`src/rtl/as_pkg.sv`:
```
// Shared definitions for the accumulator controller: FSM states, operation
// codes and the signed saturation limits used when AS_ACCUM_SAT_EN is defined.
package as_pkg;

    typedef enum logic {
        IDLE   = 1'b0,
        SETTLE = 1'b1
    } state_t;

    localparam logic OP_ADD = 1'b0;
    localparam logic OP_SUB = 1'b1;

    // Largest signed value for a given width, right-aligned in 64 bits.
    function automatic logic [63:0] sat_max(input int unsigned width);
        return (64'd1 << (width - 1)) - 64'd1;
    endfunction

    // Smallest signed value (MSB only set) for a given width, right-aligned.
    function automatic logic [63:0] sat_min(input int unsigned width);
        return 64'd1 << (width - 1);
    endfunction

endpackage

```
`src/rtl/as_ovf_sat.sv`:
```
// Signed-overflow detection for the external adder-subtractor result, plus
// optional saturation of the result. Saturation is built only when the macro
// AS_ACCUM_SAT_EN is defined; otherwise the result wraps around.
module as_ovf_sat
    import as_pkg::*;
#(
    parameter int WIDTH = 8
) (
    input  logic [WIDTH-1:0] a,
    input  logic [WIDTH-1:0] b,
    input  logic [WIDTH-1:0] sum,
    input  logic             op,
    output logic             v,
    output logic [WIDTH-1:0] result
);

    localparam int MSB = WIDTH - 1;

    // Overflow: result sign disagrees with A when the operand signs make that impossible.
    // NOTE: every signal written in always_comb is given a default first, so no path leaves it unassigned and no latch is inferred.
    always_comb begin
        v = 1'b0;
        case (op)
            OP_ADD: v = (a[MSB] == b[MSB]) && (sum[MSB] != a[MSB]);
            OP_SUB: v = (a[MSB] != b[MSB]) && (sum[MSB] != a[MSB]);
        endcase
    end

`ifdef AS_ACCUM_SAT_EN
    localparam logic [WIDTH-1:0] LIM_MAX = WIDTH'(sat_max(WIDTH));
    localparam logic [WIDTH-1:0] LIM_MIN = WIDTH'(sat_min(WIDTH));

    // Clamp towards the sign of A: overflow always runs away from A's sign.
    always_comb begin
        result = sum;
        if (v) begin
            result = a[MSB] ? LIM_MIN : LIM_MAX;
        end
    end
`else
    assign result = sum;
`endif

endmodule

```
`src/rtl/as_accum_ctrl.sv`:
```
// Accumulator controller driving an external adder-subtractor. A request is
// accepted in IDLE; the operand is presented on b_o/cin_o with the
// accumulator on a_o, the sum is allowed SETTLE_CYC cycles to settle, then
// captured with flags and a one-cycle out_valid pulse. A clear request is
// handled directly in IDLE. Define AS_ACCUM_SAT_EN to saturate on overflow.
module as_accum_ctrl
    import as_pkg::*;
#(
    parameter int WIDTH      = 8,
    parameter int SETTLE_CYC = 1
) (
    input  logic             clk,
    input  logic             rst,
    input  logic             in_valid,
    output logic             in_ready,
    input  logic [WIDTH-1:0] in_data,
    input  logic             in_op,
    input  logic             in_clr,
    output logic [WIDTH-1:0] a_o,
    output logic [WIDTH-1:0] b_o,
    output logic             cin_o,
    input  logic [WIDTH-1:0] sum_i,
    input  logic             cout_i,
    output logic [WIDTH-1:0] acc,
    output logic             c_flag,
    output logic             v_flag,
    output logic             z_flag,
    output logic             out_valid
);

    localparam logic [3:0] CNT_INIT = 4'(SETTLE_CYC);

    state_t           r_state;
    state_t           w_state_next;
    logic [3:0]       r_cnt;
    logic             w_accept;
    logic             w_capture;
    logic [WIDTH-1:0] r_acc;
    logic [WIDTH-1:0] r_b;
    logic             r_cin;
    logic             r_c;
    logic             r_v;
    logic             r_z;
    logic             r_out_valid;
    logic             w_v;
    logic [WIDTH-1:0] w_result;

    // Overflow/saturation on the operands actually presented to the adder.
    as_ovf_sat #(
        .WIDTH (WIDTH)
    ) u_ovf_sat (
        .a      (r_acc),
        .b      (r_b),
        .sum    (sum_i),
        .op     (r_cin),
        .v      (w_v),
        .result (w_result)
    );

    // State register; reset forces IDLE immediately.
    // NOTE: sequential state uses non-blocking assignments so every register samples pre-edge values.
    always_ff @(posedge clk or posedge rst) begin
        if (rst) begin
            r_state <= IDLE;
        end else begin
            r_state <= w_state_next;
        end
    end

    // Next state, handshake and the accept/capture strobes.
    always_comb begin
        w_state_next = r_state;
        in_ready     = 1'b0;
        w_accept     = 1'b0;
        w_capture    = 1'b0;
        case (r_state)
            IDLE: begin
                in_ready = 1'b1;
                if (in_valid) begin
                    w_accept = 1'b1;
                    if (!in_clr) begin
                        w_state_next = SETTLE;
                    end
                end
            end
            SETTLE: begin
                if (r_cnt == 4'd1) begin
                    w_capture    = 1'b1;
                    w_state_next = IDLE;
                end
            end
            default: w_state_next = IDLE;
        endcase
    end

    // Operand registers, settle counter, accumulator, flags and result pulse.
    always_ff @(posedge clk or posedge rst) begin
        if (rst) begin
            r_acc       <= '0;
            r_b         <= '0;
            r_cin       <= 1'b0;
            r_cnt       <= 4'd0;
            r_c         <= 1'b0;
            r_v         <= 1'b0;
            r_z         <= 1'b1;
            r_out_valid <= 1'b0;
        end else begin
            r_out_valid <= 1'b0;
            if (r_state == SETTLE) begin
                r_cnt <= r_cnt - 4'd1;
            end
            if (w_accept && in_clr) begin
                r_acc       <= '0;
                r_c         <= 1'b0;
                r_v         <= 1'b0;
                r_z         <= 1'b1;
                r_out_valid <= 1'b1;
            end else if (w_accept) begin
                r_b   <= in_data;
                r_cin <= in_op;
                r_cnt <= CNT_INIT;
            end
            if (w_capture) begin
                r_acc       <= w_result;
                r_c         <= cout_i;
                r_v         <= w_v;
                r_z         <= (w_result == '0);
                r_out_valid <= 1'b1;
            end
        end
    end

    assign a_o       = r_acc;
    assign b_o       = r_b;
    assign cin_o     = r_cin;
    assign acc       = r_acc;
    assign c_flag    = r_c;
    assign v_flag    = r_v;
    assign z_flag    = r_z;
    assign out_valid = r_out_valid;

endmodule

```
`config.mk`:
```
export PLATFORM = sky130hd
export DESIGN_NAME = as_accum_ctrl
export DESIGN_NICKNAME = d
export VERILOG_FILES = /design/src/rtl/as_pkg.sv /design/src/rtl/as_ovf_sat.sv /design/src/rtl/as_accum_ctrl.sv
export SDC_FILE = /design/constraint.sdc
export NUM_CORES = 1
export LEC_CHECK = 0
export CORE_ASPECT_RATIO = 1.5
export CORE_MARGIN = 1.5
export CORE_UTILIZATION = 40
export DETAILED_ROUTE_END_ITERATION = 8
export HOLD_SLACK_MARGIN = 0.05
export PLACE_DENSITY = 0.74
export SETUP_SLACK_MARGIN = 0.05
export SLEW_MARGIN = 0
export SYNTH_ARGS = -nofsm -noshare
export SYNTH_HDL_FRONTEND = slang
export SYNTH_SLANG_ARGS = --single-unit
```
`constraint.sdc`:
```
create_clock -name clk -period 1.9 [get_ports clk]
set_input_delay 0.19 -clock clk [delete_from_list [all_inputs] [get_ports clk]]
set_output_delay 0.19 -clock clk [all_outputs]
set_load 0.02 [all_outputs]
```
==> results of run 1 <==
## routing by layer
layer / global-route usage, % / up-vias / part of all wire, %
li1: - / 389 / -
met1: 18.85 / 398 / 40
met2: 25.38 / 41 / 52
met3: 2.865 / 2 / 7.5
met4: 3.704 / 0 / 0.45
met5: 0 / - / 0
## what timing repair did
item                       CTS  global route
buffers inserted             0             0
setup endpoints to repair    0             1
resized for setup            0             1
## report_power, final
group	switching [mW]	leakage (nW)	total, mW	internal [mW]
clock network	0.149	0.0228	0.298	0.149
registers	0.203	0.323	1.03	0.826
logic	0.764	0.403	1.63	0.862
total	1.12	0.749	2.95	1.84
## worst reg2reg max path, cell delays in order (launching register included)
cell      delay (ns)
dfrtp_1         0.44
ha_1            0.23
and4bb_4        0.27
a31oi_4         0.36
a22o_1          0.21
## cells in the final DEF (no fill, tap or decap)
| master | n |
|---|---|
| xor2_1 | 2 |
| inv_2 | 1 |
| nor2_1 | 2 |
| mux2_1 | 5 |
| nor2b_1 | 1 |
| and4bb_4 | 1 |
| a22o_2 | 1 |
| dfstp_2 | 1 |
| clkdlybuf4s50_1 | 51 |
| nor4_1 | 2 |
| a31oi_4 | 1 |
| buf_4 | 2 |
| nor4b_2 | 1 |
| clkbuf_1 | 1 |
| nor3b_4 | 1 |
| o21bai_1 | 1 |
| inv_1 | 5 |
| nor3b_1 | 1 |
| clkbuf_8 | 3 |
| a22oi_2 | 1 |
| nand2_1 | 2 |
| a22o_1 | 9 |
| buf_12 | 1 |
| mux2i_1 | 2 |
| ha_1 | 2 |
| nand2b_1 | 3 |
| mux2_2 | 4 |
| dfrtp_1 | 25 |
| xnor2_1 | 2 |
## sequential cells by signal, indices dropped and copies added (netlist names)
register,cells
a_o,8
r_state,1
c_flag,1
b_o,8
cin_o,1
v_flag,1
r_cnt,4
out_valid,1
z_flag,1
## path summary, 6_finish.rpt
kind                       startpoint        to  slack, ns  depth (start not counted)
max                           r_state  in_ready       0.18                          2
min                               rst    b_o[6]       0.20                          2
max reg2reg                  r_cnt[0]    v_flag       0.34                          4
min reg2reg                    b_o[0]    b_o[0]       0.49                          1
max in group asynchronous         rst    z_flag       1.20                          3
min in group clk               b_o[0]    b_o[0]       0.49                          1
## per-stage QoR
stage          hold slack (ns)  instance area (sq um)  setup slack (ns)  total power [mW]
5_1_grt                 0.2251                   1735            0.1080             3.155
2_1_floorplan           0.2293                   1182            0.5452             2.033
4_1_cts                 0.2105                   1735            0.1009             2.992
3_3_place_gp            0.4747                   1690            0.3559             2.641
3_5_place_dp            0.4751                   1690            0.3239             2.677
6_report                0.1973                   1735            0.1835             2.953
## layout make-up
class | instances | share of cell area, %
sequential | 26 | 37.56
clock buffer | 4 | 2.596
inverter | 6 | 1.298
timing repair buffer | 54 | 31.43
multi-input combinational | 44 | 24.30
tap | 39 | 2.812
## cell families (layout without fill, tap and decap cells)
logic type	after synthesis	count (layout)	share of synthesized area (%)
multiplexers	11	11	10.26
AO/OA/AOI/OAI	13	13	11.01
XOR/XNOR	4	4	2.964
flip-flops	26	26	55.13
adder cells (fa/ha/maj)	2	2	2.116
AND/OR/NAND/NOR	14	14	9.313
buffers and inverters	17	64	9.206
==> flow_metrics.py, run 1 <==
metrics = {
    "run_status": {
        "status": "finished, final reports clean",
    },
    "grt": {
        "grt_pass1_vias": 868,
        "grt.total_usage_pct": 15.02,
        "grt_pass1_wl_mm": 3.781,
        "grt_overflow_total": 0,
        "antenna_found_initial": 0,
        "grt_max_degree": 19,
    },
    "timing": {
        "final_max_slew_viol_count": 0,
        "rsz0062_at_grt": "false",
        "period_share_pct": 90.34,
        "fin_crit_ns": 1.716,
        "finalHoldViolations": 0,
        "max_freq_mhz": 582.6,
        "setup_viol": 0,
        "fin_setup_tns_ns": 0,
        "relSlewSlack_pct": 73.89,
        "tightest_slew_ns": 0.3916,
        "clock_skew_ns": 0.004343,
    },
    "final_layout": {
        "drive_gt1_share_pct": 13.43,
        "area.sequential_sq_um": 651.9,
        "nFillCells": 230,
        "area_growth_pct": 46.77,
        "multi_input_area_sq_um": 421.7,
        "diodes": 0,
        "layout.cells.non_filler": 173,
        "layout.nets": 159,
        "postLayoutCoreUtil_pct": 60.83,
    },
    "detailed_routing": {
        "via_per_inst": 4.798,
        "ant_nets": 0,
        "drt-pass1-iter-count": 4,
        "vias": 830,
        "drtIter0Drc": 15,
        "wl_per_cell_um": 12.95,
        "post-route-drc-count": 0,
        "wl_mm": 2.240,
    },
    "setup_path": {
        "crit_fanout": 6,
        "slowest_stage": "clkdlybuf4s50_1",
        "worst-path-buf-inv": 2,
        "max_stage_delay_ns": 0.62,
        "cp-start-kind": "flop",
        "crit_chain": "inv_2, clkdlybuf4s50_1",
        "worst_ep_required_time_ns": 1.71,
        "end_kind": "output port",
        "cp_data_arrival_time_ns": 1.53,
        "cpLargestDelayFamily": "buffers and inverters",
        "critical_path_class": "reg2out",
    },
    "floorplanning": {
        "die-area_sq_mm": 0.003298,
        "core_area_sq_mm": 0.002853,
        "rows": 24,
        "io_pins": 52,
        "fp.dieW_um": 47.39,
        "die_y_um": 69.59,
        "start_util_pct": 41.45,
    },
    "clocking": {
        "clk_latency_ns": 0.26,
        "clkSinkCount": 26,
        "clock_path_buffers": 2,
        "cts.clk_slew.worst_paths_ns": 0.08,
        "tritoncts": "built",
        "cts_root_buf": "clkbuf_8",
        "postCtsHoldBufs": 0,
        "cts_made_buffers": 3,
        "h-tree-depth": 1,
    },
    "synthesis": {
        "ys_top_cells_by_area": "dfrtp_1 (53%), a22o_1 (6.7%), buf_4 (5.7%)",
        "ys_types": 26,
        "avgSynthCellArea_sq_um": 13.59,
        "yosys_register_bits": 26,
        "yosysMostFrequentCell": "dfrtp_1",
        "synth.cells.most_frequent": "dfrtp_1 (25), a22o_1 (9), buf_4 (9)",
        "syn_nets": 111,
        "synth_seq_area_share_pct": 55.13,
        "async_flop_share_pct": 100.0,
        "ys_warn_count": 0,
        "synth_top_area_cell": "dfrtp_1",
        "syn_inst": 87,
        "synthFlopType": "dfrtp_1",
        "yosysTopAreaCellShare_pct": 52.91,
        "synth_area_sq_mm": 0.001182,
        "synth-edff-count": 0,
    },
    "power_and_ir_drop": {
        "p_leak_nw": 0.7487,
        "peakVddDrop_mv": 0.8368,
        "p_per_area_mw_per_mm2": 1702,
    },
    "place": {
        "gp_congestion": 0.6894,
        "place_inst": 169,
        "dp_hpwl_mm": 1.802,
        "port_buffers": 51,
    },
    "job": {
        "max_cap_viol_count": 0,
    },
    "worst_hold_path": {
        "hp-class": "in2async",
    },
}
(Power assumes the default switching activity.)
==> inputs of run 2 (changes only) <==
CORE_MARGIN = 4   (was 1.5)
==> run 2 against run 1 <==
Net effect:
- final cell count is 1.2% lower
- first-iteration DRC count is 73% lower
- wire length is 13% higher
- core utilization is 2.3 points higher
- sequential share of layout area is 0.22 points lower
- worst setup slack better by 0.13 ns
- count of clock-buffer cells in the layout stayed put
- largest cell class unchanged
- largest power group unchanged
==> flow_metrics.py, run 2 (synthesis results as in run 1) <==
metrics = {
    "run_status": {
        "status": "finished, final reports clean",
    },
    "clocking": {
        "cts.clk_slew.worst_paths_ns": 0.08,
        "postCtsHoldBufs": 0,
        "cts_root_buf": "clkbuf_8",
        "clkSinkCount": 26,
        "tritoncts": "built",
        "clock_path_buffers": 2,
        "h-tree-depth": 1,
        "postCtsSetupBuffers": 0,
        "cts_made_buffers": 3,
        "clk_latency_ns": 0.27,
    },
    "floorplanning": {
        "rows": 23,
        "die-area_sq_mm": 0.003908,
        "io_pins": 52,
        "start_util_pct": 42.80,
        "fp.dieW_um": 52.39,
        "die_y_um": 74.59,
        "core_area_sq_mm": 0.002763,
    },
    "timing": {
        "rsz0062_at_grt": "false",
        "relSlewSlack_pct": 73.66,
        "setup_viol": 0,
        "fin_crit_ns": 1.591,
        "fin_setup_tns_ns": 0,
        "final_max_slew_viol_count": 0,
        "tightest_slew_ns": 0.3951,
        "period_share_pct": 83.74,
        "max_freq_mhz": 628.5,
        "finalHoldViolations": 0,
        "clock_skew_ns": 0.002100,
    },
    "detailed_routing": {
        "wl_per_cell_um": 14.80,
        "via_per_inst": 4.965,
        "drt-pass1-iter-count": 2,
        "vias": 849,
        "post-route-drc-count": 0,
        "ant_nets": 0,
        "wl_mm": 2.531,
        "drtIter0Drc": 4,
    },
    "place": {
        "port_buffers": 51,
        "gp_congestion": 0.6747,
        "dp_hpwl_mm": 1.990,
        "dpl_cell_area_sq_mm": 0.001688,
        "place_inst": 167,
    },
    "final_layout": {
        "layout.nets": 159,
        "final_common_cell": "clkdlybuf4s50_1",
        "layout_common_cells": "clkdlybuf4s50_1 (50), dfrtp_1 (25), a22o_1 (9)",
        "drive_gt1_share_pct": 13.43,
        "postLayoutCoreUtil_pct": 63.18,
        "diodes": 0,
        "area_growth_pct": 47.62,
        "layout.cells.non_filler": 171,
        "final_cell_area_sq_mm": 0.001745,
    },
    "setup_path": {
        "worst_ep_required_time_ns": 1.71,
        "end_kind": "output port",
        "critical_path_class": "reg2out",
        "crit_fanout": 2,
        "cp-start-kind": "flop",
        "cpLargestDelayFamily": "buffers and inverters",
        "crit_chain": "clkdlybuf4s50_1",
        "worst-path-buf-inv": 1,
        "slowest_stage": "clkdlybuf4s50_1",
        "max_stage_delay_ns": 0.60,
        "cp_data_arrival_time_ns": 1.40,
    },
    "grt": {
        "antenna_found_initial": 0,
        "grt_pass1_vias": 980,
        "grt_max_degree": 19,
        "grt_overflow_total": 0,
        "grt_pass1_wl_mm": 4.140,
        "grt.total_usage_pct": 14.23,
    },
    "power_and_ir_drop": {
        "p_per_area_mw_per_mm2": 1720,
        "p_leak_nw": 0.7653,
        "peakVddDrop_mv": 0.9138,
    },
    "worst_hold_path": {
        "hp-class": "in2async",
    },
    "job": {
        "max_cap_viol_count": 0,
    },
}
[run 2: layout make-up]
cell class              count  area (sq um)
multi-input cells          44         421.7
flip-flops and latches     26         651.9
well taps                  37         46.29
clock buffers               4         55.05
repair buffers             54         548.0
fillers                   230          1017
inverters                   6         22.52
[run 2: through the flow]
step,setup slack [ns],total power [mW],hold slack (ns)
2_1_floorplan,0.5452,2.033,0.2293
3_3_place_gp,0.3550,2.648,0.4746
3_5_place_dp,0.3127,2.688,0.4801
4_1_cts,0.1116,3.059,0.2004
5_1_grt,0.2438,3.187,0.2177
6_report,0.3090,3.003,0.1932
[run 2: repair_timing]
action | 4_1_cts | 5_1_grt
endpoints found under the hold margin | 0 | 0
setup endpoints to repair | 0 | 1
resized for setup | 0 | 1
[run 2: worst paths after layout]
check | to | slack [ns] | depth (start not counted) | start
setup / recovery | z_flag | 0.31 | 1 | z_flag
hold / removal | b_o[6] | 0.19 | 2 | rst
setup reg to reg | a_o[2] | 0.33 | 4 | r_cnt[0]
hold reg to reg | b_o[3] | 0.49 | 1 | b_o[3]
max in group asynchronous | z_flag | 1.21 | 3 | rst
min in group clk | b_o[3] | 0.49 | 1 | b_o[3]
[run 2: routing by layer]
metal	vias up	global-route usage, %	routed length [um]
met5	-	0	0
met3	3	3.407	225
met4	0	5.114	35
met2	45	27.21	1294
li1	387	-	-
met1	414	14.52	975
[run 2: power by group]
group / internal, mW / switching (mW)
Sequential: 0.826 / 0.202
Combinational: 0.858 / 0.769
Clock: 0.185 / 0.162
Total: 1.87 / 1.13
